**config.mk**
```make
export PLATFORM = sky130hd
export DESIGN_NAME = bus_arb_flat
export DESIGN_NICKNAME = d
export VERILOG_FILES = /design/src/rtl/bus_arb_if.sv /design/src/rtl/bus_arb.sv /design/src/flat_wrapper.sv
export SDC_FILE = /design/constraint.sdc
export NUM_CORES = 1
export LEC_CHECK = 0
export CAP_MARGIN = 20
export CORE_ASPECT_RATIO = 2
export CORE_MARGIN = 2
export CORE_UTILIZATION = 30
export CTS_CLUSTER_DIAMETER = 40
export CTS_CLUSTER_SIZE = 10
export DETAILED_ROUTE_END_ITERATION = 6
export GPL_TIMING_DRIVEN = 0
export PLACE_DENSITY_LB_ADDON = 0.1
export SLEW_MARGIN = 20
export SYNTH_ARGS = -nofsm -noshare
export SYNTH_HDL_FRONTEND = slang
export SYNTH_SLANG_ARGS = --single-unit
```
**constraint.sdc**
```tcl
create_clock -name clk -period 2.3 [get_ports clk]
set_input_delay 0.46 -clock clk [delete_from_list [all_inputs] [get_ports clk]]
set_output_delay 0.46 -clock clk [all_outputs]
set_load 0.03 [all_outputs]
```
**src/rtl/bus_arb_if.sv**
```systemverilog
// Bus-source handshake bundle for the datapath bus arbiter: requests and final-cycle
// flags in, one-hot grant and tri-state enables out.
interface bus_arb_if #(
   parameter int N     = 4,
   parameter int IDX_W = 2
);
   logic [N-1:0]     req;
   logic [N-1:0]     last;
   logic [N-1:0]     gnt;
   logic [N-1:0]     gate_en;
   logic             busy;
   logic [IDX_W-1:0] owner;
   logic             preempt;

   // The arbiter owns the grant side; the bus sources own the request side.
   modport master (
      input  req,
      input  last,
      output gnt,
      output gate_en,
      output busy,
      output owner,
      output preempt
   );

   modport slave (
      output req,
      output last,
      input  gnt,
      input  gate_en,
      input  busy,
      input  owner,
      input  preempt
   );
endinterface

```
**src/rtl/bus_arb.sv**
```systemverilog
// Round-robin arbiter and gate sequencer for the shared tri-state datapath bus.
// Break-before-make: every ownership is followed by one cycle with no gate enabled.
module bus_arb #(
   parameter int N        = 4,
   parameter int IDX_W    = 2,
   parameter int HOLD_MAX = 8
) (
   input  logic       clk,
   input  logic       rst_n,
   bus_arb_if.master  bus
);

   typedef enum logic {
      IDLE,
      OWN
   } state_t;

   localparam logic [3:0] HOLD_LIM = 4'(HOLD_MAX);
   localparam logic       HOLD_EN  = (HOLD_MAX != 0);

   state_t           state;
   logic [N-1:0]     gnt_q;
   logic [N-1:0]     gate_q;
   logic             busy_q;
   logic [IDX_W-1:0] owner_q;
   logic [IDX_W-1:0] rr_ptr;
   logic [3:0]       hold_cnt;
   logic             preempt_q;

   logic             found;
   logic [IDX_W-1:0] sel;
   logic [IDX_W:0]   scan;
   logic [N-1:0]     sel_onehot;

   logic             req_own;
   logic             last_own;
   logic             end_done;
   logic             end_abandon;
   logic             end_forced;
   logic             end_any;
   logic [IDX_W-1:0] next_ptr;

   // Scan from rr_ptr upward, wrapping at N; the first requester found wins.
   always_comb begin
      found = 1'b0;
      sel   = '0;
      scan  = '0;
      for (int i = 0; i < N; i++) begin
         scan = {1'b0, rr_ptr} + (IDX_W+1)'(i);
         if (scan >= (IDX_W+1)'(N)) begin
            scan = scan - (IDX_W+1)'(N);
         end
         if (!found && bus.req[scan[IDX_W-1:0]]) begin
            found = 1'b1;
            sel   = scan[IDX_W-1:0];
         end
      end
   end

   always_comb begin
      sel_onehot      = '0;
      sel_onehot[sel] = 1'b1;
   end

   assign req_own     = bus.req[owner_q];
   assign last_own    = bus.last[owner_q];
   assign end_done    = req_own & last_own;
   assign end_abandon = ~req_own;
   assign end_forced  = HOLD_EN & (hold_cnt == HOLD_LIM);
   assign end_any     = end_done | end_abandon | end_forced;
   assign next_ptr    = (owner_q == IDX_W'(N-1)) ? '0 : owner_q + IDX_W'(1);

   // preempt only flags a revoke the owner did not ask for.
   always_ff @(posedge clk) begin
      if (!rst_n) begin
         state     <= IDLE;
         gnt_q     <= '0;
         gate_q    <= '0;
         busy_q    <= 1'b0;
         owner_q   <= '0;
         rr_ptr    <= '0;
         hold_cnt  <= '0;
         preempt_q <= 1'b0;
      end else begin
         preempt_q <= 1'b0;
         case (state)
            IDLE: begin
               if (found) begin
                  state    <= OWN;
                  gnt_q    <= sel_onehot;
                  gate_q   <= sel_onehot;
                  busy_q   <= 1'b1;
                  owner_q  <= sel;
                  hold_cnt <= 4'd1;
               end
            end
            OWN: begin
               if (end_any) begin
                  state     <= IDLE;
                  gnt_q     <= '0;
                  gate_q    <= '0;
                  busy_q    <= 1'b0;
                  rr_ptr    <= next_ptr;
                  preempt_q <= end_forced & ~end_done & ~end_abandon;
               end else if (hold_cnt != 4'hF) begin
                  hold_cnt <= hold_cnt + 4'd1;
               end
            end
            default: begin
               state <= IDLE;
            end
         endcase
      end
   end

   assign bus.gnt     = gnt_q;
   assign bus.gate_en = gate_q;
   assign bus.busy    = busy_q;
   assign bus.owner   = owner_q;
   assign bus.preempt = preempt_q;

endmodule

```
**src/flat_wrapper.sv**
```systemverilog
// flat-port wrapper written by rule: the top's interface ports become plain ports
module bus_arb_flat 
#(
   parameter int N        = 4,
   parameter int IDX_W    = 2,
   parameter int HOLD_MAX = 8
)
  (clk, rst_n, bus_req, bus_last, bus_gnt, bus_gate_en, bus_busy, bus_owner, bus_preempt);
  bus_arb_if #(.N(N), .IDX_W(IDX_W)) bus_i ();
  input  logic clk;
  input  logic rst_n;
  input wire logic [$bits(bus_i.req)-1:0] bus_req;
  input wire logic [$bits(bus_i.last)-1:0] bus_last;
  output wire logic [$bits(bus_i.gnt)-1:0] bus_gnt;
  output wire logic [$bits(bus_i.gate_en)-1:0] bus_gate_en;
  output wire logic [$bits(bus_i.busy)-1:0] bus_busy;
  output wire logic [$bits(bus_i.owner)-1:0] bus_owner;
  output wire logic [$bits(bus_i.preempt)-1:0] bus_preempt;
  assign bus_i.req = bus_req;
  assign bus_i.last = bus_last;
  assign bus_gnt = bus_i.gnt;
  assign bus_gate_en = bus_i.gate_en;
  assign bus_busy = bus_i.busy;
  assign bus_owner = bus_i.owner;
  assign bus_preempt = bus_i.preempt;
  bus_arb #(.N(N), .IDX_W(IDX_W), .HOLD_MAX(HOLD_MAX)) u_core (.clk(clk), .rst_n(rst_n), .bus(bus_i));
endmodule
```
* Yosys cells after proc, flatten, opt, wreduce, memory -nomap -nowiden *
Cells that the tools add are included.

storage, ports and cells
  flip-flop bits (word level) = 15
  bits in latches = 0
  memory bits (writable) = 0
  memory bits (read-only) = 0
  output and inout port bits = 12
  memories kept = 0

cells by class
  $add $sub $neg = 9
  multiply operators = 0
  divide/modulo/power cells = 0
  order comparisons = 11
  equality and inequality tests = 7
  shift operators = 0
  multiplexer cells = 40
  bitwise operators = 8
  reductions and logical operators = 12

operators with widths
  operator                                             count
  two-way mux 4 bit                                    5
  < comparator 2 x 3 -> 1 bit, second input constant   6
  two-way mux 2 bit                                    9
  case mux 4 bit (2 select lines)                      2
  two-way mux 1 bit                                    15
  binary-select mux 1 bit (select 2 bit)               6
  >= comparator 3 bit, second input constant           3
  subtractor 2 x 1 -> 2 bit, second input constant     4
  adder 2 x 2 -> 3 bit, second input constant          2
  inequality test 2 bit, second input constant         3
  AND reduction 2 bit                                  3
  AND reduction 3 bit                                  2
  adder 4 x 1 -> 4 bit, second input constant          1
  == test 4 bit, second input constant                 1
  logical AND 1 bit                                    4
  inequality test 4 bit, second input constant         1
  case mux 1 bit (2 select lines)                      2
  adder 2 x 1 -> 3 bit, second input constant          1
  AND 1 bit                                            3
  >= comparator 2 x 3 -> 1 bit, second input constant  1
  zero test 1 bit                                      3
  NOT 1 bit                                            3
  adder 2 x 1 -> 2 bit, second input constant          1
  demux 1 bit (select 2 bit)                           1
  4 further kinds                                      5

* Longest topological paths before layout *
  word-level depth = 20
  mapped depth = 6
  mapped depth without buffers = 6

* Least setup slack after synthesis *
Ideal clock, no wire load.

  path kind = reg2reg
  start point = reg u_core.owner_q[1], in the netlist u_core.bus.owner[1]
  end point = reg u_core.hold_cnt[0]
  library setup time = 0.116 ns
  arrival time = 1.619 ns
  data required time = 2.184 ns
  setup slack = 0.565 ns
  cell stages (with the launch flop) = 4
  clock period less this slack = 1.735 ns
  path through = dfxtp_1 mux4_2 a311o_1 o211a_1

on the way
  word-level cells in the longest chain between the ends = 7
  elaborated cells between the ends (all ways) = 10
  classes of those cells = eq/ne: 1; mux: 4; bitwise: 4; reduce/logical: 1

RTL lines
  element                                                    RTL line                      source
  from (decl)                                                bus_arb.sv:25                 logic [IDX_W-1:0] owner_q;
  from (signal assigned)                                     bus_arb.sv:93                 owner_q <= sel;
  binary-select mux 1 bit (select 2 bit) (on tied branches)  bus_arb.sv:65, bus_arb.sv:66
  two-way mux 1 bit (on tied branches)                       bus_arb.sv:65, bus_arb.sv:66
  AND 1 bit or NOT 1 bit (tied branches)                     bus_arb.sv:67, bus_arb.sv:68
  OR 1 bit * (2 in a row)                                    bus_arb.sv:70                 assign end_any = end_done | end_abandon | end_forced;
  inequality test 2 bit (no source line) *                   --
  AND reduction 3 bit (no source line) *                     --
  to (signal assigned)                                       bus_arb.sv:106                hold_cnt <= hold_cnt + 4'd1;
  to (decl)                                                  bus_arb.sv:27                 logic [3:0] hold_cnt;

Mark *: on every way between the ends. The rest lies on a longest branch, timed or not. The select of a mux whose other input is x is not followed.
A chain may end at the register's enable or synchronous reset.

* Final worst setup path *
  start point = in bus_req[3]
  end point = reg u_core.rr_ptr[0]

on the way
  word-level cells in the longest chain between the ends = 6
  elaborated cells between the ends (all ways) = 7
  classes of those cells = mux: 2; bitwise: 4; reduce/logical: 1

RTL lines
  element                                    RTL line                      source
  from (decl)                                flat_wrapper.sv:12            input wire logic [$bits(bus_i.req)-1:0] bus_req;
  binary-select mux 1 bit (select 2 bit) *   bus_arb.sv:65                 assign req_own = bus.req[owner_q];
  two-way mux 1 bit (implied by the code) *  bus_arb.sv:65
  AND 1 bit or NOT 1 bit (tied branches)     bus_arb.sv:67, bus_arb.sv:68
  OR 1 bit * (2 in a row)                    bus_arb.sv:70
  AND reduction 2 bit (no source line) *     --
  to (signal assigned)                       bus_arb.sv:103                rr_ptr <= next_ptr;
  to (decl)                                  bus_arb.sv:26                 logic [IDX_W-1:0] rr_ptr;

Marks and branches as above.

==> flow_metrics.env <==
export IMPL_final_cell_area_sq_um=1130
export IMPL_fmax_mhz=485
export IMPL_worst_setup_path_type="in2reg"
export IMPL_initial_core_util=0.311
export IMPL_synth_seq_cells=15
export IMPL_reg2reg_depth=3
export IMPL_grt_pass1_wl_um=3640
export IMPL_ant_nets=0
export IMPL_postCtsSetupBuffers=0
export IMPL_crit_required_ns=2.48
export IMPL_cts_hold_buf=0
export IMPL_rrSetupSlack_ns=0.64
export IMPL_io_pins=22
export IMPL_power_density_nw_per_um2=620
export IMPL_holdPathStages=2
export IMPL_htree_levels=1
export IMPL_r2r_end="u_core.rr_ptr[0]$_SDFFE_PN0P_"
export IMPL_crit_chain="clkdlybuf4s50_1 -> nor2b_1 -> mux4_2 -> a21boi_4 -> mux2i_1"
export IMPL_placementRows=27
export IMPL_cp_max_fo=7
export IMPL_synth_top_area_frac=0.357
export IMPL_finalWorstPathRequiredPeriod_ns=2.06
export IMPL_dp_hpwl_um=1690
export IMPL_rsz0062_at_grt="false"
export IMPL_timing_final_crit_share=0.896
export IMPL_min_from="u_core.bus.busy$_SDFFE_PN0P_"
export IMPL_maxSlewHeadroom=0.661
export IMPL_final_cell_mix="clkdlybuf4s50_1, dfxtp_1, nand3_1"
export IMPL_swShare=0.308
export IMPL_synthCells=96
export IMPL_hp_class="reg2reg"
export IMPL_synthFlopType="dfxtp_1"
export IMPL_maxCapViolations=0
export IMPL_die_w_um=41.4
export IMPL_vias=806
export IMPL_cts_root_buf="clkbuf_8"
export IMPL_clock_power_share=0.307
export IMPL_fin_nets=135
export IMPL_drt_wl_total_um=2140
export IMPL_combPwrFrac=0.274
export IMPL_die_y_um=78.9
export IMPL_synth_top_cell_by_area="dfxtp_1"
export IMPL_cts_resized_gates=0
export IMPL_setup_violations_final=0
export IMPL_synthArstFlopShare=0
export IMPL_syn_mean_instance_area_sq_um=8.76
export IMPL_reg2reg_from="u_core.bus.owner[1]$_SDFFE_PN0P_"
export IMPL_first_pass_iters=3
export IMPL_finClkSkew_ns=0.00505
export IMPL_whs_endpoint="u_core.bus.busy$_SDFFE_PN0P_"
export IMPL_path_clk_slew_ns=0.06
export IMPL_grt_max_degree=11
export IMPL_cp_start_kind="input port"
export IMPL_drc=0
export IMPL_cp_slowest_cell="mux4_2"
export IMPL_ys_types=31
export IMPL_core_area_sq_um=2700
export IMPL_area_growth_pct=34.8
export IMPL_power_uw=703
export IMPL_place_area_sq_um=1090
export IMPL_grt_usage=0.141
export IMPL_max_stage_delay_ns=0.58
export IMPL_hold_ws_ns=0.477
export IMPL_grt_pass1_vias=799
export IMPL_layout_drive_gt1_share=0.0992
export IMPL_finalMaxSlewViolations=0
export IMPL_die_area_sq_um=3270
export IMPL_arrival_ns=2.24
export IMPL_yosys_warnings=0
export IMPL_yosysSeqAreaShare=0.357
export IMPL_wire_per_inst_um=14.3
export IMPL_clk_latency_ns=0.25
export IMPL_clock_path_buffers=2
export IMPL_antenna_cells=0
export IMPL_final_common_cell="clkdlybuf4s50_1"
export IMPL_crit_path_end_kind="register"
export IMPL_p_leak_nw=0.442
export IMPL_p_sw_uw=217
export IMPL_port_buffers=21
export IMPL_drtIter0Drc=15
export IMPL_worst_slew_pin_slew_ns=0.508
export IMPL_cts_sinks=15
export IMPL_status="finished clean"
export IMPL_p_int_uw=486
export IMPL_syn_nets=109
export IMPL_syn_area_sq_um=841
export IMPL_synth_edf_count=0
export IMPL_grt_ovfl_total=0
export IMPL_antenna_found_initial=0
export IMPL_synth_area_top_cells="dfxtp_1, mux2i_1, nand3_1"
export IMPL_numPlacedInstances=146
export IMPL_final_cells=150
export IMPL_finalHoldViolCount=0
export IMPL_via_per_inst=5.37
export IMPL_ir_drop_mv=0.280
export IMPL_cts_buffers_inserted=3
export IMPL_gp_congestion=0.794
export IMPL_seqPwrFrac=0.418
export IMPL_cts_tree="yes"
[kinds of logic (layout without fill, tap and decap cells)]
family,after synthesis,count (layout),synth area share
and+or+nand+nor,42,42,0.262
adders and majority gates,3,3,0.0446
DFF,15,15,0.357
AOI/OAI and AO/OA,16,16,0.152
muxes,8,8,0.112
buffers and inverters,12,37,0.0729
[worst max-delay path, delay by kind of cell]
kind | cells | cell delay, ns
mux | 2 | 0.80
buf+inv | 1 | 0.49
simple gates | 1 | 0.17
compound gates | 1 | 0.33
[area by class of cell]
type | count | area, sq um
fill | 299 | 1570
multi-input combinational | 69 | 479
sequential | 15 | 300
timing repair buffer | 21 | 210
buffer | 8 | 46.3
clock buffer | 3 | 41.3
tap | 29 | 36.3
inverter | 4 | 15.0
clock inverter | 1 | 5.00
[synthesized netlist by cell type (all sizes together) (3+ instances only)]
| cell | number |
|---|---|
| ha | 3 |
| o32ai | 4 |
| inv | 4 |
| buf | 5 |
| a21oi | 4 |
| clkbuf | 3 |
| mux2i | 6 |
| nor2 | 4 |
| or3 | 5 |
| dfxtp | 15 |
| nor2b | 5 |
| nand2 | 8 |
| nand3 | 9 |
[power groups by stage]
stage,sequential [mW],combinational [mW],clock (mW)
after floorplan,0.317,0.0994,0
after global placement,0.299,0.193,0
after detailed placement,0.300,0.195,0
after CTS,0.294,0.195,0.222
after global routing,0.297,0.208,0.236
final,0.294,0.193,0.216
[sequential cells by signal, indices dropped and copies added, names as in the netlist]
signal	cells
u_core.bus.gnt	4
u_core.hold_cnt	4
u_core.bus.owner	2
u_core.rr_ptr	2
u_core.bus.busy	1
u_core.bus.preempt	1
u_core.state	1
[how the worst max path moves through the flow]
stage / end / slack, ns / startpoint / depth (start not counted)
floorplan: u_core.hold_cnt[0]$_SDFFE_PN0P_ / 0.57 / u_core.bus.owner[1]$_SDFFE_PN0P_ / 3
global placement: u_core.rr_ptr[1]$_SDFFE_PN0P_ / 0.01 / bus_req[3] / 5
detailed placement: u_core.rr_ptr[0]$_SDFFE_PN0P_ / -0.03 / bus_req[3] / 5
CTS: u_core.rr_ptr[0]$_SDFFE_PN0P_ / 0.23 / bus_req[3] / 5
global route: u_core.rr_ptr[0]$_SDFFE_PN0P_ / 0.16 / bus_req[3] / 5
finish: u_core.rr_ptr[0]$_SDFFE_PN0P_ / 0.24 / bus_req[3] / 5
[through the flow]
step | util | TNS (ns) | worst slack [ns]
floorplan | - | 0 | 0.565
global placement | 0.402 | 0 | 0.0127
detailed placement | 0.402 | -0.0527 | -0.0309
CTS | 0.419 | 0 | 0.234
global route | 0.419 | 0 | 0.161
finish | 0.419 | 0 | 0.239
[metal layers]
metal	wire length [um]	part of all wire	track usage	vias to the layer above
met1	776	0.36	0.143	384
met3	82	0.038	0.0250	7
li1	-	-	-	396
met5	0	0	0	-
met4	71	0.033	0.0774	0
met2	1210	0.57	0.263	19
Note: power is estimated with default switching activity, not from simulation.
